$ cat config.mk
export PLATFORM = sky130hd
export DESIGN_NAME = xor_frame_accum
export DESIGN_NICKNAME = d
export VERILOG_FILES = /design/src/rtl/xor_frame_pkg.sv /design/src/rtl/xor_frame_accum.sv
export SDC_FILE = /design/constraint.sdc
export NUM_CORES = 1
export LEC_CHECK = 0
export CORE_MARGIN = 3
export CORE_UTILIZATION = 40
export DETAILED_ROUTE_END_ITERATION = 6
export PLACE_DENSITY = 0.87
export SYNTH_ARGS = -nofsm -noshare
export SYNTH_HDL_FRONTEND = slang
export SYNTH_SLANG_ARGS = --single-unit
$ cat constraint.sdc
create_clock -name clk -period 1.3 [get_ports clk]
set_input_delay 0.26 -clock clk [delete_from_list [all_inputs] [get_ports clk]]
set_output_delay 0.26 -clock clk [all_outputs]
set_load 0.005 [all_outputs]
$ cat src/rtl/xor_frame_pkg.sv
// Shared definitions for the XOR frame checker: default sizes and FSM state encoding.
package xor_frame_pkg;

    localparam int XF_WIDTH     = 32;
    localparam int XF_CNT_W     = 8;
    localparam int XF_MAX_WORDS = 255;

    typedef enum logic [1:0] {
        ST_IDLE   = 2'd0,
        ST_ACCUM  = 2'd1,
        ST_DRAIN  = 2'd2,
        ST_REPORT = 2'd3
    } state_t;

endpackage

$ cat src/rtl/xor_frame_accum.sv
// Running XOR accumulator with a payload word counter that saturates at MAX_WORDS.
// Priority: clear > load > en. load starts a new frame with its first word.
module xor_frame_accum
    import xor_frame_pkg::*;
#(
    parameter int WIDTH     = XF_WIDTH,
    parameter int CNT_W     = XF_CNT_W,
    parameter int MAX_WORDS = XF_MAX_WORDS
) (
    input  logic             clk,
    input  logic             reset,
    input  logic             clear,
    input  logic             load,
    input  logic             en,
    input  logic [WIDTH-1:0] data,
    output logic [WIDTH-1:0] accum,
    output logic [CNT_W-1:0] count,
    output logic             at_max
);

    assign at_max = (count == CNT_W'(MAX_WORDS));

    // Fold accepted payload words into the running XOR and count them.
    always_ff @(posedge clk or posedge reset) begin
        if (reset) begin
            accum <= '0;
            count <= '0;
        end else if (clear) begin
            accum <= '0;
            count <= '0;
        end else if (load) begin
            accum <= data;
            count <= CNT_W'(1);
        end else if (en) begin
            accum <= accum ^ data;
            if (!at_max) begin
                count <= count + CNT_W'(1);
            end
        end
    end

endmodule

== Word-level counts from Yosys, hierarchy flattened ==
Index checks and enable logic that the tools add are counted.

* Add/subtract/negate cells: 1
* Eq/ne operators: 2
* Mux-type cells: 7
* Bitwise gates (word level): 1
* Reductions and logical operators: 2

{| class="wikitable"
|+ Operators with widths
! kind !! count
|-
| 32-bit 2-to-1 mux || 3
|-
| 8-bit 2-to-1 mux || 4
|-
| 32-bit XOR || 1
|-
| 8-bit by 1-bit adder with 8-bit output, second input constant || 1
|-
| 8-bit == test, second input constant || 1
|-
| 3-bit != test, second input constant || 1
|-
| 3-bit nonzero test || 1
|-
| 2-bit AND reduction || 1
|}

* Flip-flop bits (word level): 40
* Output and inout port bits: 41

== Depth between registers and ports, before layout ==
Gate-level depths: netlist of run 1.

* Word-level depth: 5
* Gate-level depth with buffers: 5
* Depth with buffers taken out: 5

== Worst setup path after synthesis of run 1 ==
OpenSTA, ideal clock, no wires.

* Kind: reg2reg
* Start point: register count[0]
* End point: register count[3]
* Arrival time: 1.357 ns
* Data required time: 1.223 ns
* Path slack: -0.135 ns
* Cell stages (with the launch flop): 6
* Path buffers: 0
* Period minus slack after synthesis: 1.435 ns
* Path through: dfrtp_1 ha_1 nand3_1 o21ai_2 or3_1 a21oi_1

* Word-level cells in the longest chain between the ends: 5
* Elaborated cells between the ends (all ways): 8
* Classes of those cells: add/sub (1); eq/ne (2); mux (4); reduce/logical (1)

{| class="wikitable"
|+ Ends and longest elaborated chain
! element !! RTL line !! text
|-
| start, declared || xor_frame_accum.sv:17 || <nowiki>output logic [CNT_W-1:0] count,</nowiki>
|-
| start signal, assigned || xor_frame_accum.sv:37 || <nowiki>count <= count + CNT_W'(1);</nowiki>
|-
| 8-bit by 1-bit adder with 8-bit output || xor_frame_accum.sv:37 ||
|-
| 8-bit 2-to-1 mux || xor_frame_accum.sv:36 || <nowiki>if (!at_max) begin</nowiki>
|-
| 8-bit 2-to-1 mux || xor_frame_accum.sv:34 || <nowiki>end else if (en) begin</nowiki>
|-
| 8-bit 2-to-1 mux || xor_frame_accum.sv:31 || <nowiki>end else if (load) begin</nowiki>
|-
| 8-bit 2-to-1 mux || xor_frame_accum.sv:28 || <nowiki>end else if (clear) begin</nowiki>
|}

Several ways; a longest one is shown, not always the timed one. The select of a mux whose other input is x is not followed.
A chain may end at the register's enable or synchronous reset.

== Worst setup path in the final report of run 1 ==
* Start point: register count[4]
* End point: register count[7]

Same word-level chain as after synthesis.

==> flow_summary_export.csv, run 1 <==
group,metric,value,unit
run_status,status,"finished with violations",
run_status,failed_checks,"negative setup slack",
global_routing,grt_pass1_vias,2646,
critical_path,critPathMaxFanout,6,
synthesis,syn_area_per_cell,8.196,sq um
power_and_ir_drop,seq_power_share,0.471,
floorplan,core,0.004880,sq mm
cts,cts.path.max_buffers,2,
global_routing,gr-total-overflow,0,
sta,max_freq,628.2,MHz
synthesis,synth_area_leaders,"dfrtp_1, nor2b_1, a21oi_1",
synthesis,ys_types,24,
floorplan,die_y,78.43,um
cts,cts_hold_buf,0,
route,drc_errors,0,
sta,slew_viol_final,0,
synthesis,syn-num-nets,294,
floorplan,die_x,78.43,um
cts,path_clk_slew,0.08,ns
critical_path,path_common_cell,"buf_6",
critical_path,crit_type,"flip-flop to flip-flop",
power_and_ir_drop,switchingPower,763.5,uW
synthesis,synth_top_cell_by_area,"dfrtp_1",
critical_path,cp_num_buf_inv,2,
finish,fillers,389,
global_routing,track_usage,0.2391,
placement,io_buffers,77,
finish,fin_nets,428,
cts,clk_latency,0.29,ns
placement,placed_area,0.003113,sq mm
floorplan,row_count,25,
power_and_ir_drop,switching_share,0.2659,
power_and_ir_drop,power_density,807.4,mW/mm^2
sta,fin_crit_sh,1.224,
sta,clock_skew,0.001873,ns
placement,finalWeightedCongestion,0.8251,
sta,fin_setup_tns,-1.318,ns
synthesis,async_flop_share,1.000,
cts,cts_root_buf,"clkbuf_8",
sta,final_hold_viol_count,0,
sta,setup_ws,-0.2918,ns
synthesis,netlist_instances,256,
sta,fin_crit,1.592,ns
finish,diodes,0,
sta,rsz0062_at_grt,"yes",
power_and_ir_drop,ir_drop,0.0005095,V
placement,dp_hpwl,4.440,mm
sta,maxSlewHeadroom,0.7772,
min_path,hp-class,"input pin to async pin",
synthesis,synth_area,0.002098,sq mm
critical_path,crit_path_start,"count[4]",
critical_path,cp_slowest_cell,"or3_1",
power_and_ir_drop,comb_power_share,0.233,
critical_path,critPathTopFamily,"simple AND/OR/NAND/NOR gates",
route,dr.pass1.iters,4,
critical_path,cp_data_arrival_time,1.80,ns
finish,drive_gt1_frac,0.2379,
synthesis,synth_edf_count,0,
synthesis,ys_seq_elements,40,
cts,tritoncts,"done",
power_and_ir_drop,p_leak,0.001675,uW
route,viasPerCell,5.566,
synthesis,synth-warning-count,0,
route,detail_route.wl_per_cell,16.26,um
flow_run,drv_cap,0,
sta,worstMarginPinSlew,0.3342,ns
critical_path,reg2regPathDepth,6,
finish,syn2layout_area_growth,69.47,%
cts,cts_buffers,5,
critical_path,cp_cell_sequence,"buf_6 -> buf_6 -> and3_4 -> nand4_1 -> or3_1 -> a21oi_1",
global_routing,antenna_found_initial,0,
critical_path,crit_path_end_kind,"flip-flop",
power_and_ir_drop,internal_power,2107,uW
floorplan,dieArea,0.006150,sq mm
sta,setup_viol_count_final,9,
route,drt_first_iter_violations,153,
floorplan,start_util,0.4300,
route,ant_nets,0,
finish,final_area,0.003556,sq mm
global_routing,grt_max_degree,43,
sta,timing.hold.ws,0.3293,ns
critical_path,crit_required,1.51,ns
global_routing,grt_pass1_wl,11.85,mm
cts,cts_sinks,40,
synthesis,synth_common_cells,"dfrtp_1, a21oi_1, nand3_1",
critical_path,r2r_start,"count[4]",
route,vias,2549,
synthesis,seq_area_frac_synth,0.4770,
floorplan,io_pins,78,
critical_path,r2r_slack,-0.29,ns
route,routed_wirelength,7.445,mm
cts,htreeDepth,2,
synthesis,ys.flop_type,"dfrtp_1",
critical_path,cp.depth,6,
synthesis,synth_top_area_share,0.4770,
critical_path,cp-start-kind,"flip-flop",
critical_path,slowest_delay,0.39,ns
synthesis,yosysMostFrequentCell,"dfrtp_1",
power_and_ir_drop,pwr-share-clk,0.296,
finish,final_util,0.7287,
critical_path,rr_endpoint,"count[7]",
[power groups by stage]
stage / logic [uW] / registers [uW] / clock network, uW
final: 670 / 1350 / 849
after global routing: 733 / 1360 / 909
after CTS: 659 / 1350 / 868
after detailed placement: 602 / 1390 / 0
after global placement: 578 / 1390 / 0
after floorplan: 233 / 1390 / 0
[per-layer routing]
layer / routed length (um) / GRT usage / vias to the layer above
met5: 0 / 0 / -
met4: 140 / 0.06643 / 0
met3: 373 / 0.04243 / 18
met2: 3916 / 0.4529 / 112
met1: 3014 / 0.2735 / 1262
li1: - / - / 1157
[final cells by class]
type                    instances  area, sq um  area share
repair buffers                143         1291      0.3631
multi-input cells             198         1082      0.3044
flip-flops and latches         40         1001      0.2815
clock buffers                   8        90.09     0.02533
well taps                      67        83.83     0.02357
inverters                       2        7.507    0.002111
[placed cells by master (no fill, tap or decap), types with 2 or more instances in the layout]
| cell | Yosys | routed |
|---|---|---|
| o21ai_0 | 26 | 25 |
| dfrtp_1 | 40 | 40 |
| a31oi_1 | 2 | 2 |
| buf_6 | 0 | 17 |
| buf_4 | 0 | 49 |
| and3_4 | 0 | 2 |
| dlygate4sd2_1 | 0 | 32 |
| o21ai_1 | 11 | 12 |
| buf_12 | 0 | 3 |
| a21oi_1 | 37 | 36 |
| or3_1 | 3 | 3 |
| buf_2 | 3 | 3 |
| clkbuf_1 | 14 | 2 |
| nand4_1 | 4 | 4 |
| nor2_1 | 2 | 2 |
| clkbuf_8 | 0 | 6 |
| o21ai_4 | 0 | 2 |
| nor2b_1 | 32 | 32 |
| clkdlybuf4s50_1 | 0 | 35 |
| nand3_1 | 36 | 35 |
| clkbuf_2 | 0 | 3 |
| nand2_1 | 34 | 34 |
[tightest hold or removal path: cells and delay by family]
kind / cells / cell delay (ns)
buffers and inverters: 3 / 0.73
[registers in the layout, summed over array words and instances (netlist names)]
name and cells:
accum 32, count 8
[logic make-up after synthesis]
family	count (synthesis)	share of synthesized area
fa+ha+maj	1	0.005962
compound gates	77	0.1866
flops	40	0.4770
xor+xnor	1	0.004175
buf+inv	19	0.03577
simple gates	118	0.2904
[metrics by stage]
stage                     power (uW)  setup WS, ns  instances
after floorplan                 1624      -0.02348        256
after global placement          1963       -0.1581        407
after detailed placement        1992       -0.2022        407
after CTS                       2876       -0.1666        456
after global routing            3003       -0.3186        458
final                           2871       -0.2918        458
[worst max-delay path by stage]
stage               endpoint  slack (ns)
floorplan           count[0]       -0.02
global placement      at_max       -0.16
detailed placement    at_max       -0.20
CTS                 count[5]       -0.17
global route        count[7]       -0.32
finish              count[7]       -0.29
[repair_timing]
item,in CTS,in global routing
gates resized for setup,66,23
pin swaps,9,8
setup buffers,42,4
gates cloned,1,0
endpoints found under the setup margin,47,16
Note: power is estimated with default switching activity, not from simulation.
==> run 2: changes to the inputs <==
CORE_MARGIN = default   (was 3)
CTS_CLUSTER_DIAMETER = 50   (was default)
==> flow_summary_export.csv, run 2 (synthesis gave the netlist of run 1 again) <==
group,metric,value,unit
power_and_ir_drop,p_leak,0.001644,uW
cts,path_clk_slew,0.08,ns
route,viasPerCell,5.374,
sta,clock_skew,0.001755,ns
global_routing,grt_pass1_vias,2338,
floorplan,core,0.004880,sq mm
placement,placed_cells,405,
cts,clk_latency,0.28,ns
cts,tritoncts,"done",
flow_run,drv_cap,0,
min_path,hp-class,"input pin to async pin",
critical_path,critPathMaxFanout,5,
placement,dp_hpwl,4.113,mm
cts,cts.path.max_buffers,2,
floorplan,start_util,0.4300,
cts,cts_root_buf,"clkbuf_8",
route,vias,2429,
sta,setup_ws,-0.1923,ns
sta,fin_crit,1.492,ns
cts,cts_buffers,5,
placement,pre_cts_slack,-0.1902,ns
sta,worstMarginPinSlew,0.2678,ns
finish,diodes,0,
floorplan,dieArea,0.005539,sq mm
sta,final_hold_viol_count,0,
cts,htreeDepth,2,
floorplan,io_pins,78,
critical_path,crit_type,"flip-flop to flip-flop",
finish,fin_nets,422,
sta,rsz0062_at_grt,"yes",
critical_path,crit_required,1.51,ns
sta,max_freq,670.1,MHz
sta,timing.hold.ws,0.3315,ns
finish,biggestRegsByFlops,"accum x32, count x8",
finish,final_common_cell,"buf_4",
global_routing,grt_max_degree,51,
placement,io_buffers,77,
finish,instances_no_fill,452,
route,drc_errors,0,
finish,top_register,"accum",
finish,final_util,0.7223,
route,ant_nets,0,
route,routed_wirelength,6.790,mm
placement,finalWeightedCongestion,0.8936,
route,dr.pass1.iters,4,
global_routing,gr-total-overflow,0,
finish,drive_gt1_frac,0.2338,
critical_path,cp-start-kind,"flip-flop",
floorplan,die_y,74.43,um
route,drt_first_iter_violations,135,
cts,cts_sinks,40,
run_status,status,"finished with violations",
critical_path,cp_data_arrival_time,1.71,ns
sta,setup_viol_count_final,6,
finish,final_cell_mix,"buf_4, dfrtp_1, clkdlybuf4s50_1",
critical_path,crit_path_end_kind,"flip-flop",
sta,maxSlewHeadroom,0.8215,
finish,largest_register_ffs,32,
floorplan,row_count,25,
route,detail_route.wl_per_cell,15.02,um
power_and_ir_drop,power_density,814.3,mW/mm^2
power_and_ir_drop,ir_drop,0.0007162,V
global_routing,antenna_found_initial,0,
floorplan,die_x,74.43,um
run_status,failed_checks,"negative setup slack",
global_routing,grt_pass1_wl,10.28,mm
cts,cts_hold_buf,0,
sta,slew_viol_final,0,
sta,fin_crit_sh,1.148,
global_routing,track_usage,0.2372,
finish,syn2layout_area_growth,67.98,%
-- run 2: critical path, cell delays in order, from the launching register on --
cell	delay (ns)
dfrtp_1	0.41
buf_4	0.14
nand4_1	0.12
buf_4	0.17
o21ai_4	0.09
or3_4	0.35
a21oi_2	0.13
-- run 2: final cells by class --
type / instances / area (sq um)
clock buffers: 8 / 90.09
fillers: 381 / 1355
flip-flops and latches: 40 / 1001
inverters: 2 / 7.507
well taps: 67 / 83.83
repair buffers: 137 / 1239
multi-input cells: 198 / 1104
-- run 2: power by group --
group          switching (uW)  leakage (uW)  internal (uW)
Sequential               40.6      0.000530           1310
Combinational             300       0.00107            368
Clock                     417     0.0000455            434
Total                     758       0.00164           2110
-- run 2: timing repair --
action | 4_1_cts | 5_1_grt
cloned | 0 | 1
buffers inserted | 34 | 4
pin swaps | 3 | 6
endpoints found under the hold margin | 0 | 0
gates resized for setup | 62 | 17
endpoints found under the setup margin | 46 | 11
-- run 2: metrics by stage --
stage / area, sq um / total power, uW / setup TNS [ns]
3_5_place_dp: 3123 / 1998 / -3.552
4_1_cts: 3457 / 2862 / -0.5940
3_3_place_gp: 3123 / 1972 / -2.077
2_1_floorplan: 2113 / 1624 / -0.03373
6_report: 3525 / 2870 / -0.8443
5_1_grt: 3525 / 2995 / -1.173
-- run 2: worst paths after layout --
path                            from         to  cells past startpoint  slack (ns)
min in group clk                  en   count[1]                      3        0.35
setup / recovery            count[5]   count[3]                      6       -0.19
max in group asynchronous      reset  accum[11]                      3        0.77
setup reg to reg            count[5]   count[3]                      6       -0.19
hold reg to reg            accum[28]  accum[28]                      2        0.56
hold / removal                 reset  accum[25]                      3        0.33
-- run 2: routing by layer --
layer,track usage,share of wire
met1,0.2940,0.42
met2,0.4184,0.51
met3,0.04472,0.056
met4,0.07128,0.018
met5,0,0
==> run 3: changes to the inputs <==
CORE_UTILIZATION = 38   (was 40)
PLACE_DENSITY = 0.84   (was 0.87)
==> flow_summary_export.csv, run 3 (synthesis gave the netlist of run 1 again) <==
group,metric,value,unit
finish,final_util,0.6719,
finish,fillers,458,
sta,setup_viol_count_final,8,
floorplan,row_count,26,
critical_path,critPathMaxFanout,8,
sta,worstMarginPinSlew,0.2537,ns
critical_path,crit_path_end_kind,"flip-flop",
global_routing,track_usage,0.2314,
power_and_ir_drop,switching_share,0.2708,
critical_path,cp_slowest_cell,"dfrtp_1",
floorplan,die_x,76.31,um
critical_path,cp_cell_sequence,"buf_6 -> ha_4 -> nand3_2 -> buf_6 -> o21ai_4 -> or3_4 -> a21oi_2",
floorplan,core,0.005205,sq mm
power_and_ir_drop,pwr-share-clk,0.302,
power_and_ir_drop,p_leak,0.001670,uW
run_status,failed_checks,"negative setup slack",
global_routing,gr-total-overflow,0,
floorplan,start_util,0.4031,
finish,final_area,0.003497,sq mm
finish,diodes,0,
route,vias,2373,
finish,final_common_cell,"buf_4",
power_and_ir_drop,p_total,2886,uW
floorplan,die_y,76.31,um
sta,rsz0062_at_grt,"yes",
critical_path,crit_required,1.52,ns
sta,maxSlewHeadroom,0.8302,
sta,fin_crit,1.514,ns
finish,top_register,"accum",
sta,fin_crit_sh,1.165,
route,ant_nets,0,
critical_path,crit_type,"flip-flop to flip-flop",
sta,max_freq,660.4,MHz
global_routing,grt_pass1_wl,10.94,mm
sta,clock_skew,0.001076,ns
placement,placed_area,0.003127,sq mm
placement,placed_cells,408,
finish,biggestRegsByFlops,"accum x32, count x8",
critical_path,r2r_slack,-0.21,ns
sta,setup_ws,-0.2143,ns
route,drt_first_iter_violations,173,
finish,syn2layout_area_growth,66.67,%
power_and_ir_drop,switchingPower,781.3,uW
global_routing,grt_pass1_vias,2434,
floorplan,io_pins,78,
placement,finalWeightedCongestion,0.7839,
route,dr.pass1.iters,4,
placement,dp_hpwl,4.015,mm
route,drc_errors,0,
cts,cts_sinks,40,
sta,final_hold_viol_count,0,
power_and_ir_drop,internal_power,2104,uW
cts,cts_buffers,5,
finish,largest_register_ffs,32,
flow_run,drv_cap,0,
power_and_ir_drop,power_density,825.2,mW/mm^2
route,viasPerCell,5.204,
global_routing,antenna_found_initial,0,
cts,path_clk_slew,0.08,ns
min_path,hp-class,"input pin to async pin",
power_and_ir_drop,comb_power_share,0.230,
cts,tritoncts,"done",
cts,cts_root_buf,"clkbuf_8",
critical_path,slowest_delay,0.39,ns
power_and_ir_drop,ir_drop,0.0004754,V
critical_path,cp_data_arrival_time,1.74,ns
finish,final_cell_mix,"buf_4, dfrtp_1, a21oi_1, nand3_1, clkdlybuf4s50_1",
finish,fin_nets,423,
finish,multi_input_area,0.001061,sq mm
floorplan,dieArea,0.005823,sq mm
placement,io_buffers,77,
cts,cts.path.max_buffers,2,
route,routed_wirelength,6.509,mm
finish,instances_no_fill,456,
sta,slew_viol_final,0,
cts,htreeDepth,2,
run_status,status,"finished with violations",
cts,clk_latency,0.29,ns
finish,drive_gt1_frac,0.2202,
route,detail_route.wl_per_cell,14.27,um
finish,regArea,0.001001,sq mm
critical_path,path_common_cell,"buf_6",
power_and_ir_drop,seq_power_share,0.468,
critical_path,cp-start-kind,"flip-flop",
sta,fin_setup_tns,-1.120,ns
global_routing,grt_max_degree,41,
[run 3: changes by cell type in the layout (fill, tap and decap cells not counted), sizes merged]
cell	change
clkdlybuf4s15	-2
o21ai	-1
buf	+3
clkbuf	-3
inv	+1
dlygate4sd2	+2
clkinv	+1
[run 3: per-layer routing]
metal,part of all wire,wire length (um),vias to the layer above,track usage
li1,-,-,1142,-
met1,0.41,2696,1148,0.2748
met2,0.53,3444,75,0.4162
met3,0.045,292,8,0.04311
met4,0.012,75,0,0.07885
met5,0,0,-,0
[run 3: path summary, 6_finish.rpt]
check,start,to,cells past startpoint
max in group asynchronous,reset,accum[12],3
worst max-delay path,count[0],count[5],7
worst min register to register,accum[30],accum[30],2
worst max register to register,count[0],count[5],7
worst min-delay path,reset,accum[2],3
min in group clk,en,count[7],4
[run 3: cell type report]
class | instances | area share
Clock buffer | 6 | 0.02361
Clock inverter | 2 | 0.002862
Inverter | 2 | 0.002147
Multi-Input combinational cell | 197 | 0.3034
Sequential cell | 40 | 0.2862
Tap cell | 70 | 0.02504
Timing Repair Buffer | 139 | 0.3567
[run 3: timing repair]
action,in CTS,in global routing
hold buffers,0,0
setup endpoints to repair,47,14
pin swaps,2,2
gates resized for setup,59,10
setup buffers,38,2
[run 3: per-stage QoR]
stage | setup WS, ns | hold WS [ns]
3_3_place_gp | -0.1846 | 0.5346
3_5_place_dp | -0.2065 | 0.5455
4_1_cts | -0.1824 | 0.3299
5_1_grt | -0.2484 | 0.3460
6_report | -0.2143 | 0.3234
2_1_floorplan | -0.02348 | 0.4161
[run 3: worst max-delay path: cells and delay by family (launching register included)]
kind	cells	cell delay [ns]
simple gates	2	0.43
flops	1	0.39
compound gates	2	0.23
buf+inv	2	0.22
fa+ha+maj	1	0.16
[run 3: power by group through the flow]
stage / clock, uW / combinational, uW / sequential [uW]
6_report: 870 / 664 / 1350
5_1_grt: 930 / 730 / 1360
4_1_cts: 874 / 662 / 1350
3_5_place_dp: 0 / 606 / 1390
3_3_place_gp: 0 / 587 / 1390
2_1_floorplan: 0 / 233 / 1390
